`src/rtl/router_pkg.sv`:
```
// Shared types for the router ingress controller:
// state encoding, header layout, control strobes.
package router_pkg;

  localparam int DATA_W = 8;
  localparam int ADDR_W = 2;
  localparam int LEN_W  = DATA_W - ADDR_W;
  localparam int NPORT  = 3;

  localparam logic [ADDR_W-1:0] ADDR_INVALID = 2'd3;

  typedef enum logic [2:0] {
    DECODE_ADDRESS,
    WAIT_TILL_EMPTY,
    LOAD_FIRST_DATA,
    LOAD_DATA,
    FIFO_FULL_STATE,
    LOAD_AFTER_FULL,
    LOAD_PARITY,
    CHECK_PARITY_ERROR
  } state_e;

  typedef struct packed {
    logic [LEN_W-1:0]  len;
    logic [ADDR_W-1:0] addr;
  } hdr_t;

  // One-cycle datapath commands from the FSM.
  typedef struct packed {
    logic hdr_ld;
    logic lfd_wr;
    logic pay_wr;
    logic hold_ld;
    logic laf_wr;
    logic par_wr;
  } ctl_t;

  function automatic logic [NPORT-1:0] port_sel(
    input logic [ADDR_W-1:0] a
  );
    logic [NPORT-1:0] s;
    s = '0;
    unique case (a)
      2'd0:    s = 3'b001;
      2'd1:    s = 3'b010;
      2'd2:    s = 3'b100;
      default: s = '0;
    endcase
    return s;
  endfunction

endpackage

```
`src/rtl/router_ingress_ctrl_if.sv`:
```
// Ingress bus: source byte stream, FIFO status/abort
// in; registered FIFO write port and status out.
interface router_ingress_ctrl_if;

  logic                         pkt_valid;
  logic [router_pkg::DATA_W-1:0] data_in;
  logic [router_pkg::NPORT-1:0]  fifo_full;
  logic [router_pkg::NPORT-1:0]  fifo_empty;
  logic [router_pkg::NPORT-1:0]  soft_reset;
  logic [router_pkg::DATA_W-1:0] data_out;
  logic [router_pkg::NPORT-1:0]  write_en;
  logic                         lfd_state;
  logic                         busy;
  logic                         err;
  logic                         parity_done;

  modport master (
    output pkt_valid, data_in,
    output fifo_full, fifo_empty, soft_reset,
    input  data_out, write_en, lfd_state,
    input  busy, err, parity_done
  );

  modport slave (
    input  pkt_valid, data_in,
    input  fifo_full, fifo_empty, soft_reset,
    output data_out, write_en, lfd_state,
    output busy, err, parity_done
  );

endinterface

```
`src/rtl/router_ingress_fsm.sv`:
```
// 8-state packet controller. In: valid, header addr,
// FIFO status, aborts. Out: datapath strobes, busy.
module router_ingress_fsm
  import router_pkg::*;
(
  input  logic              clock,
  input  logic              resetn,
  input  logic              pkt_valid,
  input  logic [ADDR_W-1:0] in_addr,
  input  logic [ADDR_W-1:0] addr_q,
  input  logic [NPORT-1:0]  fifo_full,
  input  logic [NPORT-1:0]  fifo_empty,
  input  logic [NPORT-1:0]  soft_reset,
  output ctl_t              ctl,
  output logic              busy
);

  state_e state_q, state_d;

  logic [NPORT-1:0] sel;
  logic             full;
  logic             empty;
  logic             abort;
  logic             in_empty;

  assign sel      = port_sel(addr_q);
  assign full     = |(fifo_full & sel);
  assign empty    = |(fifo_empty & sel);
  assign abort    = |(soft_reset & sel);
  assign in_empty = |(fifo_empty & port_sel(in_addr));

  always_ff @(posedge clock or negedge resetn) begin
    if (!resetn) state_q <= DECODE_ADDRESS;
    else         state_q <= state_d;
  end

  always_comb begin
    state_d = state_q;
    ctl     = '0;
    busy    = 1'b1;
    unique case (state_q)
      DECODE_ADDRESS: begin
        busy = 1'b0;
        if (pkt_valid && in_addr != ADDR_INVALID) begin
          ctl.hdr_ld = 1'b1;
          state_d = in_empty ? LOAD_FIRST_DATA
                             : WAIT_TILL_EMPTY;
        end
      end
      WAIT_TILL_EMPTY: begin
        if (empty) state_d = LOAD_FIRST_DATA;
      end
      LOAD_FIRST_DATA: begin
        ctl.lfd_wr = 1'b1;
        state_d    = LOAD_DATA;
      end
      LOAD_DATA: begin
        busy = 1'b0;
        if (!pkt_valid) begin
          state_d = LOAD_PARITY;
        end else if (full) begin
          // byte is taken but parked until room
          ctl.hold_ld = 1'b1;
          state_d     = FIFO_FULL_STATE;
        end else begin
          ctl.pay_wr = 1'b1;
        end
      end
      FIFO_FULL_STATE: begin
        if (!full) state_d = LOAD_AFTER_FULL;
      end
      LOAD_AFTER_FULL: begin
        ctl.laf_wr = 1'b1;
        state_d = pkt_valid ? LOAD_DATA
                            : LOAD_PARITY;
      end
      LOAD_PARITY: begin
        ctl.par_wr = 1'b1;
        state_d    = CHECK_PARITY_ERROR;
      end
      CHECK_PARITY_ERROR: begin
        state_d = DECODE_ADDRESS;
      end
      default: state_d = DECODE_ADDRESS;
    endcase
    // abort drops any write launched this edge
    if (abort && state_q != DECODE_ADDRESS) begin
      state_d = DECODE_ADDRESS;
      ctl     = '0;
    end
  end

endmodule

```
`src/rtl/router_ingress_ctrl.sv`:
```
// Router ingress: header/hold/parity datapath around
// router_ingress_fsm. Ports: clock, resetn, bus (slave).
// Optional parity check: ROUTER_PARITY_CHECK_EN.
module router_ingress_ctrl
  import router_pkg::*;
(
  input logic                  clock,
  input logic                  resetn,
  router_ingress_ctrl_if.slave bus
);

  ctl_t ctl;
  logic busy;
  hdr_t in_hdr;

  hdr_t              hdr_q, hdr_d;
  logic [DATA_W-1:0] hold_q, hold_d;
  logic [DATA_W-1:0] data_out_q, data_out_d;
  logic [NPORT-1:0]  write_en_q, write_en_d;
  logic              lfd_q, lfd_d;
  logic              pdone_q, pdone_d;
  logic [NPORT-1:0]  sel;

  assign in_hdr = hdr_t'(bus.data_in);
  assign sel    = port_sel(hdr_q.addr);

  router_ingress_fsm u_fsm (
    .clock      (clock),
    .resetn     (resetn),
    .pkt_valid  (bus.pkt_valid),
    .in_addr    (in_hdr.addr),
    .addr_q     (hdr_q.addr),
    .fifo_full  (bus.fifo_full),
    .fifo_empty (bus.fifo_empty),
    .soft_reset (bus.soft_reset),
    .ctl        (ctl),
    .busy       (busy)
  );

`ifdef ROUTER_PARITY_CHECK_EN
  logic [DATA_W-1:0] par_q, par_d;
  logic              err_q, err_d;
`endif

  always_comb begin
    hdr_d      = hdr_q;
    hold_d     = hold_q;
    data_out_d = data_out_q;
    write_en_d = '0;
    lfd_d      = 1'b0;
    pdone_d    = ctl.par_wr;
    if (ctl.hdr_ld)  hdr_d  = in_hdr;
    if (ctl.hold_ld) hold_d = bus.data_in;
    if (ctl.lfd_wr) begin
      data_out_d = hdr_q;
      write_en_d = sel;
      lfd_d      = 1'b1;
    end
    if (ctl.pay_wr || ctl.par_wr) begin
      data_out_d = bus.data_in;
      write_en_d = sel;
    end
    if (ctl.laf_wr) begin
      data_out_d = hold_q;
      write_en_d = sel;
    end
  end

  always_ff @(posedge clock or negedge resetn) begin
    if (!resetn) begin
      hdr_q      <= '0;
      hold_q     <= '0;
      data_out_q <= '0;
      write_en_q <= '0;
      lfd_q      <= 1'b0;
      pdone_q    <= 1'b0;
    end else begin
      hdr_q      <= hdr_d;
      hold_q     <= hold_d;
      data_out_q <= data_out_d;
      write_en_q <= write_en_d;
      lfd_q      <= lfd_d;
      pdone_q    <= pdone_d;
    end
  end

`ifdef ROUTER_PARITY_CHECK_EN
  // running XOR over header and every accepted
  // payload byte, held ones included
  always_comb begin
    par_d = par_q;
    err_d = err_q;
    if (ctl.hdr_ld) begin
      par_d = bus.data_in;
      err_d = 1'b0;
    end
    if (ctl.pay_wr || ctl.hold_ld)
      par_d = par_q ^ bus.data_in;
    if (ctl.par_wr)
      err_d = (par_q != bus.data_in);
  end

  always_ff @(posedge clock or negedge resetn) begin
    if (!resetn) begin
      par_q <= '0;
      err_q <= 1'b0;
    end else begin
      par_q <= par_d;
      err_q <= err_d;
    end
  end

  assign bus.err = err_q;
`else
  assign bus.err = 1'b0;
`endif

  assign bus.data_out    = data_out_q;
  assign bus.write_en    = write_en_q;
  assign bus.lfd_state   = lfd_q;
  assign bus.busy        = busy;
  assign bus.parity_done = pdone_q;

endmodule

```
`src/flat_wrapper.sv`:
```
// flat-port wrapper written by rule: the top's interface ports become plain ports
module router_ingress_ctrl_flat import router_pkg::*;
  (clock, resetn, bus_pkt_valid, bus_data_in, bus_fifo_full, bus_fifo_empty, bus_soft_reset, bus_data_out, bus_write_en, bus_lfd_state, bus_busy, bus_err, bus_parity_done);
  router_ingress_ctrl_if bus_i ();
  input logic clock;
  input logic resetn;
  input wire logic [$bits(bus_i.pkt_valid)-1:0] bus_pkt_valid;
  input wire logic [$bits(bus_i.data_in)-1:0] bus_data_in;
  input wire logic [$bits(bus_i.fifo_full)-1:0] bus_fifo_full;
  input wire logic [$bits(bus_i.fifo_empty)-1:0] bus_fifo_empty;
  input wire logic [$bits(bus_i.soft_reset)-1:0] bus_soft_reset;
  output wire logic [$bits(bus_i.data_out)-1:0] bus_data_out;
  output wire logic [$bits(bus_i.write_en)-1:0] bus_write_en;
  output wire logic [$bits(bus_i.lfd_state)-1:0] bus_lfd_state;
  output wire logic [$bits(bus_i.busy)-1:0] bus_busy;
  output wire logic [$bits(bus_i.err)-1:0] bus_err;
  output wire logic [$bits(bus_i.parity_done)-1:0] bus_parity_done;
  assign bus_i.pkt_valid = bus_pkt_valid;
  assign bus_i.data_in = bus_data_in;
  assign bus_i.fifo_full = bus_fifo_full;
  assign bus_i.fifo_empty = bus_fifo_empty;
  assign bus_i.soft_reset = bus_soft_reset;
  assign bus_data_out = bus_i.data_out;
  assign bus_write_en = bus_i.write_en;
  assign bus_lfd_state = bus_i.lfd_state;
  assign bus_busy = bus_i.busy;
  assign bus_err = bus_i.err;
  assign bus_parity_done = bus_i.parity_done;
  router_ingress_ctrl u_core (.clock(clock), .resetn(resetn), .bus(bus_i));
endmodule
```
`config.mk`:
```
export PLATFORM = sky130hd
export DESIGN_NAME = router_ingress_ctrl_flat
export DESIGN_NICKNAME = d
export VERILOG_FILES = /design/src/rtl/router_pkg.sv /design/src/rtl/router_ingress_ctrl_if.sv /design/src/rtl/router_ingress_fsm.sv /design/src/rtl/router_ingress_ctrl.sv /design/src/flat_wrapper.sv
export SDC_FILE = /design/constraint.sdc
export NUM_CORES = 1
export LEC_CHECK = 0
export ABC_AREA = 1
export ABC_CLOCK_PERIOD_IN_PS = 2800
export CAP_MARGIN = 20
export CORE_UTILIZATION = 40
export CTS_BUF_LIST = sky130_fd_sc_hd__clkbuf_16
export DETAILED_ROUTE_END_ITERATION = 7
export PLACE_DENSITY = 0.7
export REMOVE_ABC_BUFFERS = 1
export SYNTH_ARGS = -nofsm -noshare
export SYNTH_HDL_FRONTEND = slang
export SYNTH_SLANG_ARGS = --single-unit
export TNS_END_PERCENT = 1
```
`constraint.sdc`:
```
create_clock -name clock -period 2.8 [get_ports clock]
set_input_delay 0.28 -clock clock [delete_from_list [all_inputs] [get_ports clock]]
set_output_delay 0.28 -clock clock [all_outputs]
set_load 0.02 [all_outputs]
```
==> metrics.md, run 1 <==
| Metric | Value |
|---|---|
| Status | finished with violations |
| Failing checks | design-rule violations |
| Diode count | 0 |
| Register area | between 800 and 900 µm² |
| Most frequent cells after synthesis | nand2_1 (51), dfrtp_1 (32), nand3_1 (21) |
| Vert. Die Dim | 71.1 µm |
| Register-to-Register Path Depth | 11 |
| Worst Setup End Kind | flop |
| Routed wire length | a little under 4 mm |
| Share of layout cells above drive strength 1 | 0.202 |
| Die W | ~70 µm |
| Crit path top cell by count | nand2_1 |
| VDD IR max | about 0.49 mV |
| CP required | 2.97 ns |
| Setup Fix Bufs, Post-CTS | 0 |
| Yosys reg bits | 32 |
| Worst Path Max Fanout | 21 |
| P_leak | 1.22 nW |
| Fmax achieved | between 400 and 500 MHz |
| Longest Clk Path Bufs | 2 |
| Slowest stage delay, CP | between 0.4 and 0.5 ns |
| DR iter-0 viols | 94 |
| Std cell rows | 24 |
| Area contributors post-synth | dfrtp_1 (42%), nand2_1 (10%), nand3_1 (5.5%) |
| R2R setup slack | between 0.7 and 0.8 ns |
| Total Routing Usage GR | 0.177 |
| Number of CTS-inserted buffers | 5 |
| Multi-input gate area | about 930 µm² |
| Fin util | 0.536 |
| DR vias | about 1600 |
| Worst-Skew Late Latency | about 0.28 ns |
| Register area share after synthesis | 0.419 |
| Max Slew Vio Count | 0 |
| Area delta synth->final | 25.6% |
| Wirelength per Cell | about 13 µm |
| Vias in the first global route | 1445 |
| I/O pins | 35 |
| Average size of a mapped cell | between 8 and 9 µm² |
| Ys flop type | dfrtp_1 |
| Initial core utilization | 0.427 |
| DIE AREA | 0.00505 mm² |
| Initial antenna violation count | 0 |
| Final Hold Viols | 0 |
| Clk sinks | 32 |
| Worst path slowest cell | dfrtp_1 |
| Mapped cell area | about 0.0019 mm² |
| GRT Residual Overflow | 0 |
| Setup violators final | 0 |
| Core area | 0.00447 mm² |
| Crit Path Category | reg -> reg |
| Count of cell types in the netlist | 35 |
| Max-cap violation count | 0 |
| PostCTS Resize Cnt | 0 |
| Via density | approximately 5.1 |
| Post-synth ARST share | 1.00 |
| # fillers | 422 |
| Total Negative Setup Slacks | 0 ns |
| RSZ-0062 raised after global routing | no |
| CTS clock-pin slew for the worst setup and hold paths | roughly 0.050 ns |
| Reg2reg start | u_core.hdr_q[1] |
| Hold Slack | approximately 0.39 ns |
| RePlAce Congestion | 0.896 |
| Synth area leader | dfrtp_1 |
| HPWL Detailed | approximately 2.8 mm |
| Period utilization | 0.717 |
| Cells after Synth | roughly 220 |
| Largest net degree at the start of global routing | 33 |
| Port buffer count | 33 |
| Yosys warnings | 0 |
| EDFF count, synth | 0 |
| Fin crit period | 2.01 ns |
| Worst path cell trace | inv_2 > nor2_1 > nand2_1 > nand2_1 > nor2_1 > nand2_4 > nand3_2 > nand2_1 > inv_1 > nand2_1 > nand2_1 |
| PwrDens | around 1100 mW/mm² |
| Nets | ~280 |
| CTS tree | done |
| Drt pass-1 iters | 8 |
| DRC violations left | 3 |
| Startpoint types | flop |
| R2R Path End | u_core.bus.data_out[2] |
| CTS Root Cell | clkbuf_16 |
| First-pass GRT wire length | between 6 and 7 mm |
| Cell with the most instances after synthesis | nand2_1 |
| HP Class | in -> async |
| Setup Skew | roughly 0.0077 ns |
| Synth top area share | 0.419 |
| H-tree levels | 2 |
| CP Data Arrival Time | 2.18 ns |
| Antenna Violating Nets Remaining | 0 |
| CTS Hold Bufs | 0 |
==> worst max-delay path by stage <==
stage / start / to / slack [ns]
after floorplan: u_core.hdr_q[0] / u_core.bus.data_out[0] / 1.25
after global placement: bus_soft_reset[2] / u_core.bus.data_out[2] / 0.85
after detailed placement: bus_soft_reset[2] / u_core.bus.data_out[3] / 0.82
after CTS: u_core.hdr_q[1] / u_core.bus.data_out[2] / 0.80
after global routing: u_core.hdr_q[0] / u_core.bus.data_out[4] / 0.62
final: u_core.hdr_q[1] / u_core.bus.data_out[2] / 0.79
==> metrics by stage <==
| stage | power [W] | instance area (µm²) | worst slack [ns] | cells |
|---|---|---|---|---|
| detailed placement | 0.00210 | 2230 | 0.820 | 302 |
| global placement | 0.00208 | 2230 | 0.849 | 302 |
| finish | 0.00270 | 2400 | 0.793 | 310 |
| CTS | 0.00272 | 2400 | 0.804 | 310 |
| floorplan | 0.00171 | 1830 | 1.25 | 216 |
| global route | 0.00291 | 2400 | 0.622 | 310 |
==> critical path: cells and delay by family, from the launching register on <==
kind                   cells  cell delay (ns)
and+or+nand+nor            9             1.31
DFF                        1             0.45
buffers and inverters      2             0.13
==> cell type report <==
class / instances / area share
well taps: 52 / 0.0271
multi-input cells: 157 / 0.387
repair buffers: 34 / 0.141
inverters: 27 / 0.0423
clock inverters: 3 / 0.0162
clock buffers: 5 / 0.0522
flip-flops and latches: 32 / 0.334
==> cells by family after synthesis <==
logic type | Yosys count | share of synthesized area
muxes | 12 | 0.0708
and+or+nand+nor | 126 | 0.355
AOI/OAI and AO/OA | 18 | 0.0590
other | 1 | 0.00196
buffers and inverters | 35 | 0.0944
DFF | 32 | 0.419
==> registers in the layout, summed over array words and instances, names as in the netlist <==
name,flops
u_core.u_fsm.state_q,3
u_core.hold_q,8
u_core.bus.lfd_state,1
u_core.hdr_q,8
u_core.bus.data_out,8
u_core.bus.write_en,3
u_core.bus.parity_done,1
==> cells in the final DEF, fill, tap and decap left out, types with 4 or more instances in the layout <==
cell type and instances:
nand2_1 51, clkdlybuf4s50_1 33, dfrtp_1 32, inv_1 21
nand3_1 21, nand2_2 11, nor2_1 10, o21ai_0 9
nand4_1 8, inv_2 7, mux2_1 6, mux2_2 6
clkbuf_16 5, or2_2 4
==> report_power, final <==
group | leakage [nW] | internal (W) | switching, W
registers | 0.407 | 0.000661 | 0.000143
clock network | 0.0850 | 0.000414 | 0.000194
logic | 0.727 | 0.000548 | 0.000739
total | 1.22 | 0.00162 | 0.00108
==> layer usage <==
metal	GRT usage	wire (µm)
met5	0	0
met4	0.0867	91
met3	0.0470	186
met2	0.293	1900
met1	0.215	1780
Note: power is estimated with default switching activity, not from simulation.
==> inputs of run 2 (changes only) <==
Settings changed: ABC_CLOCK_PERIOD_IN_PS 2800 to 1900.
Clock period 2.8 ns to 1.9 ns, I/O delays scaled along.
==> run 2 against run 1 <==
- worst setup slack got worse by 0.58 ns
- via count up 2.0%
- clock skew is 0.0013 ns lower
- die area is the same
- critical path depth shrank 5
- final cell count rose by 2.3%
- largest cell class unchanged
- non-clock buffer count rose by 7
- sequential power increased by 48%
- the run still ends with design-rule violations left
==> metrics.md, run 2 (synthesized netlist as in run 1, its figures left out) <==
| Metric | Value |
|---|---|
| Status | finished with violations (unchanged) |
| Failing checks | design-rule violations (unchanged) |
| Fmax achieved | 592 MHz (was 498 MHz) |
| Routed wire length | 4.14 mm (was 3.96 mm) |
| Initial core utilization | 0.427 (unchanged) |
| VDD IR max | 0.559 mV (was 0.487 mV) |
| Startpoint types | flop (unchanged) |
| Antenna Violating Nets Remaining | 0 (unchanged) |
| Largest net degree at the start of global routing | 33 (unchanged) |
| Max-cap violation count | 0 (unchanged) |
| DRC violations left | 3 (unchanged) |
| Clk sinks | 32 (unchanged) |
| Commonest non-fill, non-tap cell in the layout | nand2_1 (unchanged) |
| Std cell rows | 24 (unchanged) |
| DR iter-0 viols | 123 (was 94) |
| Port buffer count | 33 (unchanged) |
| HPWL Detailed | 2.88 mm (was 2.77 mm) |
| CTS Root Cell | clkbuf_16 (unchanged) |
| Place WS | 0.153 ns (was 0.820 ns) |
| Area delta synth->final | 29.7% (was 25.6%) |
| PwrDens | 1640 mW/mm² (was 1130 mW/mm²) |
| Register-to-Register Path Depth | 6 (was 11) |
| First-pass GRT wire length | 6.93 mm (was 6.67 mm) |
| Die W | 71.1 µm (unchanged) |
| Worst-Skew Late Latency | 0.28 ns (about the same) |
| Worst Setup End Kind | flop (unchanged) |
| Number of CTS-inserted buffers | 5 (unchanged) |
| CP Data Arrival Time | 1.85 ns (was 2.18 ns) |
| CTS tree | done (unchanged) |
| # fillers | 426 (was 422) |
| CP required | 2.06 ns (was 2.97 ns) |
| Vert. Die Dim | 71.1 µm (unchanged) |
| DIE AREA | 0.00505 mm² (unchanged) |
| GRT Residual Overflow | 0 (unchanged) |
| Crit Path Category | reg -> reg (unchanged) |
| RePlAce Congestion | 0.889 (was 0.896) |
| Setup Skew | 0.00633 ns (was 0.00765 ns) |
| Share of layout cells above drive strength 1 | 0.230 (was 0.202) |
| Total Negative Setup Slacks | 0 ns (unchanged) |
| CTS clock-pin slew for the worst setup and hold paths | 0.05 ns (about the same) |
| Period utilization | 0.889 (was 0.717) |
| HP Class | in -> async (unchanged) |
| Drt pass-1 iters | 8 (unchanged) |
| Final WS setup | 0.211 ns (was 0.793 ns) |
| Setup Fix Bufs, Post-CTS | 0 (unchanged) |
| Fin crit period | 1.69 ns (was 2.01 ns) |
| RSZ-0062 raised after global routing | no (unchanged) |
| Nets | 284 (was 277) |
| Initial antenna violation count | 0 (unchanged) |
| I/O pins | 35 (unchanged) |
| Via density | 5.04 (was 5.05) |
| H-tree levels | 2 (unchanged) |
| DR vias | 1598 (was 1567) |
| Diode count | 0 (unchanged) |
| Setup violators final | 0 (unchanged) |
| Wirelength per Cell | 13.1 µm (was 12.8 µm) |
| Max Slew Vio Count | 0 (unchanged) |
| P_leak | 1.27 nW (was 1.22 nW) |
| Vias in the first global route | 1467 (was 1445) |
| Commonest cells after routing, fill and taps aside | nand2_1 (51), clkdlybuf4s50_1 (32), dfrtp_1 (31) (was nand2_1 (51), clkdlybuf4s50_1 (33), dfrtp_1 (32)) |
| Core area | 0.00447 mm² (unchanged) |
| Longest Clk Path Bufs | 2 (unchanged) |
| Total Routing Usage GR | 0.182 (was 0.177) |
| Worst Path Max Fanout | 10 (was 21) |
| Final Hold Viols | 0 (unchanged) |
run 2: cell types whose count changed in the layout (fill, tap and decap cells not counted):
cell	delta
nor2_2	+1
dlymetal6s2s_1	+1
buf_4	+6
nor2_1	-1
clkdlybuf4s50_1	-1
nand3_2	-1
buf_12	+1
dfrtp_2	+1
nand3_4	+1
dfrtp_1	-1
run 2: worst max-delay path: stages (launching register included):
cell,delay (ns)
dfrtp_1,0.47
nand2_1,0.13
nor2_1,0.15
nand2_1,0.11
nor2_4,0.15
nand2_2,0.19
mux2_1,0.36
run 2: where the power goes:
| part | total [W] | internal [W] | switching (W) |
|---|---|---|---|
| sequential | 0.00119 | 0.000977 | 0.000216 |
| clock | 0.000901 | 0.000610 | 0.000291 |
| combinational | 0.00197 | 0.000860 | 0.00111 |
run 2: metal layers:
metal / global-route usage / wire [µm] / up-vias
met2: 0.284 / 1900 / 50
met5: 0 / 0 / -
met3: 0.0598 / 205 / 11
met1: 0.227 / 1940 / 725
li1: - / - / 812
met4: 0.0867 / 95 / 0
run 2: layout make-up:
type | count | area, µm² | share of cell area
sequential | 32 | 802 | 0.324
multi-input combinational | 157 | 938 | 0.379
clock buffer | 5 | 125 | 0.0505
clock inverter | 3 | 38.8 | 0.0157
tap | 52 | 65.1 | 0.0263
timing repair buffer | 41 | 405 | 0.164
inverter | 27 | 101 | 0.0409
run 2: path summary, 6_finish.rpt:
kind / startpoint / endpoint / slack [ns]
max: u_core.u_fsm.state_q[0] / u_core.hold_q[3] / 0.21
min: resetn / u_core.bus.data_out[5] / 0.31
max reg2reg: u_core.u_fsm.state_q[0] / u_core.hold_q[3] / 0.21
min reg2reg: u_core.hold_q[1] / u_core.hold_q[1] / 0.48
max in group asynchronous: resetn / u_core.hdr_q[1] / 1.27
min in group clock: u_core.hold_q[1] / u_core.hold_q[1] / 0.48
run 2: repair_timing:
item                                    4_1_cts  5_1_grt
endpoints found under the hold margin         0        0
endpoints found under the setup margin        0        5
resized for setup                             0        4
hold buffers                                  0        0
run 2: metrics by stage:
step	total power [W]	utilization	hold WS, ns	area (µm²)	cells
2_1_floorplan	0.00252	-	-0.106	1830	216
3_3_place_gp	0.00312	0.514	0.460	2300	309
3_5_place_dp	0.00315	0.514	0.466	2300	309
4_1_cts	0.00407	0.550	0.321	2460	317
5_1_grt	0.00440	0.553	0.361	2480	317
6_report	0.00407	0.553	0.309	2480	317
==> inputs of run 3 (changes only) <==
Settings changed: CTS_CLUSTER_SIZE set to 24.
==> results of run 3 <==
No change in the layout: final DEF, timing and power equal those of run 2.
